<file path="src/rtl/ps2_rx.sv">
// PS/2 device-to-host frame receiver: start, 8 data bits LSB first, odd parity, stop.
// Emits one byte per good frame with a single-cycle strobe; errors pulse separately.
module ps2_rx #(
    parameter int TIMEOUT_CYCLES = 10000,
    parameter int TO_W           = 14
) (
    input  logic       clk,
    input  logic       reset,
    input  logic       i_clock,
    input  logic       i_data,
    output logic [7:0] o_byte,
    output logic       o_valid,
    output logic       o_parity_err,
    output logic       o_frame_err,
    output logic       o_busy
);

    localparam logic [1:0] S_IDLE   = 2'd0;
    localparam logic [1:0] S_DATA   = 2'd1;
    localparam logic [1:0] S_PARITY = 2'd2;
    localparam logic [1:0] S_STOP   = 2'd3;

    logic [1:0]      data_sync_reg;
    logic            clk_d_reg;
    logic            data_s;
    logic            fall;
    logic            par_ok;
    logic            timeout;

    logic [1:0]      state_reg,  state_next;
    logic [2:0]      bit_cnt_reg, bit_cnt_next;
    logic [7:0]      shreg_reg,  shreg_next;
    logic            parity_reg, parity_next;
    logic [TO_W-1:0] to_cnt_reg, to_cnt_next;
    logic [7:0]      byte_reg,   byte_next;
    logic            valid_reg,  valid_next;
    logic            perr_reg,   perr_next;
    logic            ferr_reg,   ferr_next;
    logic            busy_reg,   busy_next;

    // Sync flops and clk_d reset high so leaving reset never looks like a falling edge.
    always_ff @(posedge clk) begin
        if (reset) begin
            data_sync_reg <= 2'b11;
            clk_d_reg     <= 1'b1;
        end else begin
            data_sync_reg <= {data_sync_reg[0], i_data};
            clk_d_reg     <= i_clock;
        end
    end

    assign data_s  = data_sync_reg[1];
    assign fall    = clk_d_reg & ~i_clock;
    assign par_ok  = ^{shreg_reg, parity_reg};
    // The counter would reach TIMEOUT_CYCLES on this edge; a coincident fall takes priority.
    assign timeout = (state_reg != S_IDLE) && !fall &&
                     (to_cnt_reg == TO_W'(TIMEOUT_CYCLES - 1));

    always_comb begin
        state_next   = state_reg;
        bit_cnt_next = bit_cnt_reg;
        shreg_next   = shreg_reg;
        parity_next  = parity_reg;
        byte_next    = byte_reg;
        valid_next   = 1'b0;
        perr_next    = 1'b0;
        ferr_next    = 1'b0;
        to_cnt_next  = (state_reg == S_IDLE || fall) ? '0 : to_cnt_reg + TO_W'(1);

        if (fall) begin
            case (state_reg)
                S_IDLE: begin
                    if (!data_s) begin
                        state_next   = S_DATA;
                        bit_cnt_next = 3'd0;
                    end
                end
                S_DATA: begin
                    shreg_next   = {data_s, shreg_reg[7:1]};
                    bit_cnt_next = bit_cnt_reg + 3'd1;
                    if (bit_cnt_reg == 3'd7)
                        state_next = S_PARITY;
                end
                S_PARITY: begin
                    parity_next = data_s;
                    state_next  = S_STOP;
                end
                S_STOP: begin
                    state_next = S_IDLE;
                    if (!data_s) begin
                        ferr_next = 1'b1;
                    end else if (!par_ok) begin
                        perr_next = 1'b1;
                    end else begin
                        byte_next  = shreg_reg;
                        valid_next = 1'b1;
                    end
                end
                default: state_next = S_IDLE;
            endcase
        end else if (timeout) begin
            state_next  = S_IDLE;
            ferr_next   = 1'b1;
            to_cnt_next = '0;
        end

        busy_next = (state_next != S_IDLE);
    end

    always_ff @(posedge clk) begin
        if (reset) begin
            state_reg   <= S_IDLE;
            bit_cnt_reg <= 3'd0;
            shreg_reg   <= 8'h00;
            parity_reg  <= 1'b0;
            to_cnt_reg  <= '0;
            byte_reg    <= 8'h00;
            valid_reg   <= 1'b0;
            perr_reg    <= 1'b0;
            ferr_reg    <= 1'b0;
            busy_reg    <= 1'b0;
        end else begin
            state_reg   <= state_next;
            bit_cnt_reg <= bit_cnt_next;
            shreg_reg   <= shreg_next;
            parity_reg  <= parity_next;
            to_cnt_reg  <= to_cnt_next;
            byte_reg    <= byte_next;
            valid_reg   <= valid_next;
            perr_reg    <= perr_next;
            ferr_reg    <= ferr_next;
            busy_reg    <= busy_next;
        end
    end

    assign o_byte       = byte_reg;
    assign o_valid      = valid_reg;
    assign o_parity_err = perr_reg;
    assign o_frame_err  = ferr_reg;
    assign o_busy       = busy_reg;

endmodule

</file>
<file path="config.mk">
export PLATFORM = sky130hd
export DESIGN_NAME = ps2_rx
export DESIGN_NICKNAME = d
export VERILOG_FILES = /design/src/rtl/ps2_rx.sv
export SDC_FILE = /design/constraint.sdc
export NUM_CORES = 1
export LEC_CHECK = 0
export CAP_MARGIN = 20
export CORE_ASPECT_RATIO = 1.1
export CORE_MARGIN = 2
export CORE_UTILIZATION = 50
export DETAILED_ROUTE_END_ITERATION = 6
export PLACE_DENSITY = 0.74
export SLEW_MARGIN = 5
export SYNTH_ARGS = -nofsm -noshare
export SYNTH_HDL_FRONTEND = slang
export SYNTH_SLANG_ARGS = --single-unit
</file>
<file path="constraint.sdc">
create_clock -name clk -period 1.5 [get_ports clk]
set_input_delay 0.3 -clock clk [delete_from_list [all_inputs] [get_ports clk]]
set_output_delay 0.3 -clock clk [all_outputs]
set_load 0.1 [all_outputs]
</file>
==> impl_results.md, run 1 <==
* Hold path depth at 1
* Initial cell density of the core at 0.5120
* WHS at approximately 420 ps
* N_diodes at 0
* Hold path endpoint: data_sync_reg[1]$_SDFF_PP1_
* Post-Syn Instances at 205
* Crit-path cells: xnor2_2 -> xnor2_2 -> xnor3_1 -> nor2b_4 -> buf_12 -> nor2b_1
* Reg area at around 900 um^2
* Clock Tree Root: clkbuf_8
* Largest register FFs at 14
* # setup viols final at 9
* CTS tree: built
* Worst-Margin Slew at ~320 ps
* Worst R2R End: o_valid$_SDFF_PP0_
* Mean Syn Cell Area at 8.984 um^2
* Hold Violations, Final at 0
* Initial antenna violation count at 0
* Post-Syn Area at roughly 0.0018 mm^2
* CP max stage delay at between 300 and 400 ps
* Cell area power density at between 700 and 800 mW/mm^2
* Clock tree buffer depth at 2
* Routed Antenna Nets at 0
* Sink Count at between 40 and 50
* Clock Pin Slew Worst Setup and Hold Paths at ~80 ps
* Multi-input gate area at ~0.0010 mm^2
* Hold-fix buffers at CTS at 0
* Total CTS buffers at 5
* Max-slew headroom at 0.7875
* Die Width at 61.87 um
* Drt first pass iters at 6
* Critical Path AT at roughly 1800 ps
* Hold path startpoint: data_sync_reg[0]$_SDFF_PP1_
* GR Overflow Total at 0
* Register-to-Register Setup Slack at -100 ps
* Final worst setup slack at -98.66 ps
* Crit path max-delay cell type: xnor3_1
* P_leak at approximately 0.001 uW
* Hold WC Path Type: register to register
* Setup TNS at -750.3 ps
* Synth warn at 0
* H-Tree Depth at 2
* Maximum VDD drop at about 0.00064 V
* CP delay by family, top: XOR/XNOR gates
* DR iter-0 viols at just under 90
* GPL Wtd Cong at slightly above 0.8
* Area delta synth->final at 44.70%
* CP required at 1700 ps
* Period utilisation layout at 1.066
* Final Skew at around 11 ps
* Core area at between 0.003 and 0.004 mm^2
* Die Footprint at around 0.0042 mm^2
* Clock latency on the worst-skew pair at between 300 and 400 ps
* FMAX at approximately 630 MHz
* MaxCap Viol Count at 0
* All-Layer GR Usage at 0.2154
* CP bufs+invs at 1
* DRC at 0
* Std cell rows at 23
* Post-synthesis cell type count at 31
* I/O Pins at 16
* Layout cells sized above 1 at 0.3490
* Dpl ws at -385.3 ps
* Via/cell ratio at between 5 and 6
* I/O Buffers at 15
* Largest net degree at the start of global routing at 26
* Wirelength per Cell at 13.69 um
* Seq cells post-synth at 43
* Total Wirelength at roughly 4200 um
* Total chip power at between 2000 and 2500 uW
* Fin nets at approximately 260
* Worst setup SP type: register
* Crit Path Class: register to register
* Via count at ~1600
* Crit-path max FO at 5
* Vias in the first global route at 1512
* RSZ-0062 raised after global routing: true
* Post-Syn Nets at 213
* Violated checks: setup timing
* CP dominant cell by count: xnor2_2
* Reg2reg start: shreg_reg[3]$_SDFFE_PP0P_
* Max-slew violations at 0
* HPWL Detailed at ~2700 um
* Global-route wire length before repair at about 6500 um
* Die H at 67.66 um
* Min cycle time layout at between 1500 and 2000 ps
* Crit end category: register
* Fill cell count at between 200 and 250
* Worst Reg2Reg Path Length in Cells at 6
* Status: finished, violations left
* Sequential area share after synthesis at 0.4674
## final cells by class
cell class,count,area share
multi-input cells,149,0.3873
flip-flops and latches,43,0.3282
repair buffers,52,0.2221
clock buffers,5,0.02582
well taps,50,0.02347
clock inverters,3,0.008920
inverters,3,0.004225
## Yosys cell counts
cell type / number / area, um^2
xnor2_1: 12 / 105.1
a311oi_1: 1 / 8.760
nand4b_1: 1 / 8.760
nor2b_4: 1 / 13.76
o211ai_1: 2 / 15.01
or3_1: 2 / 12.51
nand2_1: 23 / 86.33
xnor3_1: 1 / 22.52
a22oi_1: 2 / 15.01
nand3_1: 4 / 20.02
and3_1: 4 / 25.02
nor4b_1: 1 / 8.760
dfxtp_1: 43 / 860.8
clkbuf_1: 9 / 33.78
o21ai_0: 5 / 25.02
nor3_1: 3 / 15.01
and4_1: 1 / 8.760
buf_6: 1 / 11.26
a21oi_1: 15 / 75.07
nor2_1: 22 / 82.58
and2_1: 2 / 12.51
inv_1: 3 / 11.26
or2b_1: 2 / 15.01
nand4_1: 6 / 37.54
nand2b_1: 15 / 93.84
nor2b_1: 3 / 18.77
or2_2: 3 / 18.77
mux2i_1: 8 / 80.08
xor2_1: 5 / 43.79
or2_1: 1 / 6.260
ha_1: 4 / 50.05
## how the worst max path moves through the flow
stage                              startpoint  cells past startpoint                     end  slack, ps
finish              shreg_reg[3]$_SDFFE_PP0P_                      6      o_valid$_SDFF_PP0_       -100
global route        shreg_reg[3]$_SDFFE_PP0P_                      6  o_byte[6]$_SDFFE_PP0P_       -170
CTS                 shreg_reg[3]$_SDFFE_PP0P_                      6      o_valid$_SDFF_PP0_        -80
detailed placement                    i_clock                      5  o_byte[0]$_SDFFE_PP0P_       -390
global placement                      i_clock                      5  o_byte[2]$_SDFFE_PP0P_       -300
floorplan           shreg_reg[5]$_SDFFE_PP0P_                      6      o_valid$_SDFF_PP0_        -20
## placed cells by master (no fill, tap or decap), types with 3 or more instances in the layout
| cell type | netlist | layout |
|---|---|---|
| inv_1 | 3 | 3 |
| buf_6 | 1 | 5 |
| nand4_1 | 6 | 6 |
| mux2i_1 | 8 | 8 |
| clkbuf_8 | 0 | 5 |
| nand2_1 | 23 | 22 |
| and3_1 | 4 | 3 |
| ha_1 | 4 | 3 |
| xnor2_1 | 12 | 5 |
| xor2_1 | 5 | 5 |
| clkdlybuf4s50_1 | 0 | 3 |
| nand3_1 | 4 | 4 |
| or2_2 | 3 | 3 |
| dfxtp_1 | 43 | 32 |
| xnor2_2 | 0 | 7 |
| o21ai_0 | 5 | 4 |
| buf_12 | 0 | 14 |
| buf_4 | 0 | 30 |
| nand2b_1 | 15 | 15 |
| dfxtp_2 | 0 | 11 |
| a21oi_1 | 15 | 15 |
| nor2_1 | 22 | 22 |
## routing by layer
| metal | global-route usage | vias up | wire, um |
|---|---|---|---|
| met1 | 0.2396 | 748 | 1658 |
| met5 | 0 | - | 0 |
| li1 | - | 778 | - |
| met4 | 0.1170 | 0 | 83 |
| met2 | 0.3737 | 18 | 2343 |
| met3 | 0.04598 | 7 | 89 |
## cells by family (layout without fill, tap and decap cells)
| family | after synthesis | count (layout) | share of synthesized area |
|---|---|---|---|
| fa+ha+maj | 4 | 4 | 0.02717 |
| buf+inv | 13 | 63 | 0.03057 |
| flops | 43 | 43 | 0.4674 |
| mux | 8 | 8 | 0.04348 |
| xor+xnor | 18 | 18 | 0.09307 |
| compound gates | 25 | 25 | 0.07540 |
| simple gates | 94 | 94 | 0.2629 |
## report_power, final
group / leakage [uW] / internal (uW) / switching, uW
logic: 0.000606 / 73.7 / 83.7
clock network: 0.0000408 / 333 / 434
registers: 0.000353 / 1160 / 18.6
## per-stage QoR
step | area [um^2] | cells | util
2_1_floorplan | 1869 | 205 | -
3_3_place_gp | 2386 | 289 | 0.6633
3_5_place_dp | 2386 | 289 | 0.6633
4_1_cts | 2566 | 303 | 0.7134
5_1_grt | 2665 | 305 | 0.7409
6_report | 2665 | 305 | 0.7409
## what timing repair did
| action | CTS | global route |
|---|---|---|
| resized for setup | 7 | 24 |
| pin swaps | 5 | 7 |
| endpoints found under the hold margin | 0 | 0 |
| buffers inserted | 6 | 3 |
| endpoints found under the setup margin | 9 | 21 |
Power figures use the tool's default switching activity.
==> inputs of run 2 (changes only) <==
CELL_PAD_IN_SITES_DETAIL_PLACEMENT = 1   (was not set)
CELL_PAD_IN_SITES_GLOBAL_PLACEMENT = 1   (was not set)
CORE_UTILIZATION = 43   (was 50)
PLACE_DENSITY = 0.79   (was 0.74)
clock period = 1.7 ns   (was 1.5 ns; I/O delays follow)
==> run 2 against run 1 <==
Compared with the run above:
- the flow still finishes with violations (setup timing)
- global-route usage is 0.27 points higher
- core utilization is 13 points lower
- clock power is 18% lower
- die area is 15% higher
==> impl_results.md, run 2 (synthesis results as in run 1) <==
* Status: finished, violations left
* Violated checks: setup timing
* Worst setup SP type: input pin
* Largest net degree at the start of global routing at 36 (+38%)
* Critical Path AT at 1960 ps (+160 ps)
* FMAX at 578.5 MHz
* Fin nets at 243 (-7.3%)
* Worst Reg2Reg Path Length in Cells at 6 (unchanged)
* Net Sw Frac at 0.2429 (-0.01287)
* Via count at 1518 (-2.1%)
* Max-slew headroom at 0.6992 (-0.08835)
* Most common cell after layout, fill and taps aside: dfxtp_1
* Worst R2R End: o_valid$_SDFF_PP0_
* Initial antenna violation count at 0 (unchanged)
* # setup viols final at 6 (-3)
* Crit Path Class: input pin to register
* Global-route wire length before repair at 7721 um (+19%)
* Crit end category: register
* Via/cell ratio at 5.271 (+3.6%)
* Crit path max-delay cell type: clkdlybuf4s50_1
* Crit-path max FO at 13 (+8)
* Final instance area at 0.002476 mm^2 (-7.1%)
* HPWL Detailed at 3264 um (+22%)
* Hold path startpoint: data_sync_reg[0]$_SDFF_PP1_
* Std cell rows at 24 (+4.3%)
* CTS tree: built
* Dpl ws at -150.5 ps (+234.8 ps)
* GPL Wtd Cong at 0.7885 (-3.9%)
* P_sw at 436.9 uW (-19%)
* CP max stage delay at 500 ps (+130 ps)
* GR Overflow Total at 0 (unchanged)
* Register-to-Register Setup Slack at -10 ps (+90 ps)
* H-Tree Depth at 2 (unchanged)
* Hold WC Path Type: register to register
* Layout cells sized above 1 at 0.2542 (-0.09478)
* Core area at 0.004054 mm^2 (+13%)
* Reg2reg start: shreg_reg[2]$_SDFFE_PP0P_
* Vias in the first global route at 1653 (+9.3%)
* CP dominant cell by count: buf_4
* Die Width at 66.40 um (+7.3%)
* Commonest cells after routing, fill and taps aside: 33 x dfxtp_1, 23 x nand2_1, 22 x nor2_1
* DRC at 0 (unchanged)
* Cell area power density at 726.5 mW/mm^2 (-7.8%)
* DP Cell Count at 270 (-6.6%)
* Area after DPL at 0.002205 mm^2 (-7.6%)
* Clock latency on the worst-skew pair at 300 ps (about the same)
* Internal Pwr Total at 1362 uW (-13%)
* Area delta synth->final at 34.44%
* Hold path depth at 1 (unchanged)
* Final worst setup slack at -28.63 ps (+70.03 ps)
* Sequential cell fraction of total power at 0.575 (+0.015)
* I/O Pins at 16 (unchanged)
* I/O Buffers at 15 (unchanged)
* Total chip power at 1799 uW (-14%)
* Maximum VDD drop at 0.0007531 V (+17%)
* Comb power frac at 0.076 (about the same)
* Clock Pin Slew Worst Setup and Hold Paths at 80 ps (about the same)
* Sink Count at 43 (unchanged)
* Clock share of power at 0.349 (-0.016)
* Drt first pass iters at 4 (-2)
* Worst-Margin Slew at 447.8 ps (+129.5 ps)
* Routed Antenna Nets at 0 (unchanged)
* Die H at 72.64 um (+7.4%)
* Die Footprint at 0.004823 mm^2 (+15%)
* Hold path endpoint: data_sync_reg[1]$_SDFF_PP1_
* Wirelength per Cell at 18.59 um (+36%)
* Max-slew violations at 0 (unchanged)
* Period utilisation layout at 1.017
* Min cycle time layout at approximately 1700 ps
* Initial cell density of the core at 0.4543 (-0.05768)
* Total Wirelength at 5355 um (+28%)
* CP required at 1930 ps (+230 ps)
* P_leak at 0.0008784 uW (-12%)
* Crit-path cells: clkdlybuf4s50_1 -> nor2b_1 -> buf_4 -> nor3_1 -> nand2_1 -> buf_4 -> nor2_1
* Clock tree buffer depth at 2 (unchanged)
* Post-route insts no fill at 288 (-5.6%)
* Largest register FFs at 14 (unchanged)
* MaxCap Viol Count at 0 (unchanged)
* Clock Tree Root: clkbuf_8
* Total CTS buffers at 5 (unchanged)
* Fill cell count at 461 (+87%)
* Final Skew at 8.533 ps (-2.144 ps)
* N_diodes at 0 (unchanged)
* All-Layer GR Usage at 0.2181 (+0.002667)
* DR iter-0 viols at 60 (-32%)
* Hold Violations, Final at 0 (unchanged)
run 2: cell count changes in the layout (fill, tap and decap cells not counted), sizes merged:
cell / change
buf: -19
clkbuf: +2
clkinvlp: -2
clkinv: +1
inv: -1
run 2: metrics by stage:
| step | util | setup TNS, ps | hold slack, ps |
|---|---|---|---|
| floorplan | - | 0 | 389.5 |
| global placement | 0.5438 | -299.0 | 393.6 |
| detailed placement | 0.5438 | -2669 | 401.0 |
| CTS | 0.5827 | 0 | 426.8 |
| global route | 0.6108 | -1364 | 472.4 |
| finish | 0.6108 | -74.54 | 447.7 |
run 2: power groups by stage:
stage / logic [uW] / clock network, uW / registers, uW
final: 137 / 629 / 1030
after global routing: 146 / 686 / 1040
after CTS: 126 / 644 / 1040
after detailed placement: 121 / 0 / 1060
after global placement: 114 / 0 / 1060
after floorplan: 61.8 / 0 / 1070
run 2: cell type report:
cell class                      instances  area, um^2  area share
Clock inverter                          1       5.005    0.002021
Clock buffer                            7       76.32     0.03082
Multi-Input combinational cell        149        1007      0.4068
Timing Repair Buffer                   33       430.4      0.1738
Tap cell                               52       65.06     0.02628
Sequential cell                        43       880.8      0.3557
Inverter                                3       11.26    0.004548
run 2: worst max path at each step:
stage	start	to	slack, ps	cells after the start
2_1_floorplan	shreg_reg[2]$_SDFFE_PP0P_	o_valid$_SDFF_PP0_	120	6
3_3_place_gp	i_clock	o_byte[5]$_SDFFE_PP0P_	-40	5
3_5_place_dp	i_clock	o_byte[3]$_SDFFE_PP0P_	-150	5
4_1_cts	shreg_reg[4]$_SDFFE_PP0P_	o_valid$_SDFF_PP0_	20	7
5_1_grt	i_clock	to_cnt_reg[11]$_SDFF_PP0_	-140	7
6_report	i_clock	to_cnt_reg[9]$_SDFF_PP0_	-30	7
run 2: worst max-delay path, delay by kind of cell:
family | cells | cell delay [ps]
buf+inv | 3 | 870
simple gates | 4 | 750
run 2: routing by layer:
layer / global-route usage / vias to the layer above / share of wire
li1: - / 741 / -
met1: 0.2328 / 739 / 0.39
met2: 0.3911 / 29 / 0.55
met3: 0.04784 / 9 / 0.032
met4: 0.1247 / 0 / 0.022
met5: 0 / - / 0
run 2: what timing repair did:
action                                  4_1_cts  5_1_grt
endpoints found under the setup margin        9       10
pin swaps                                     4        5
resized for setup                             5       20
hold buffers                                  0        0
setup buffers                                 6        4
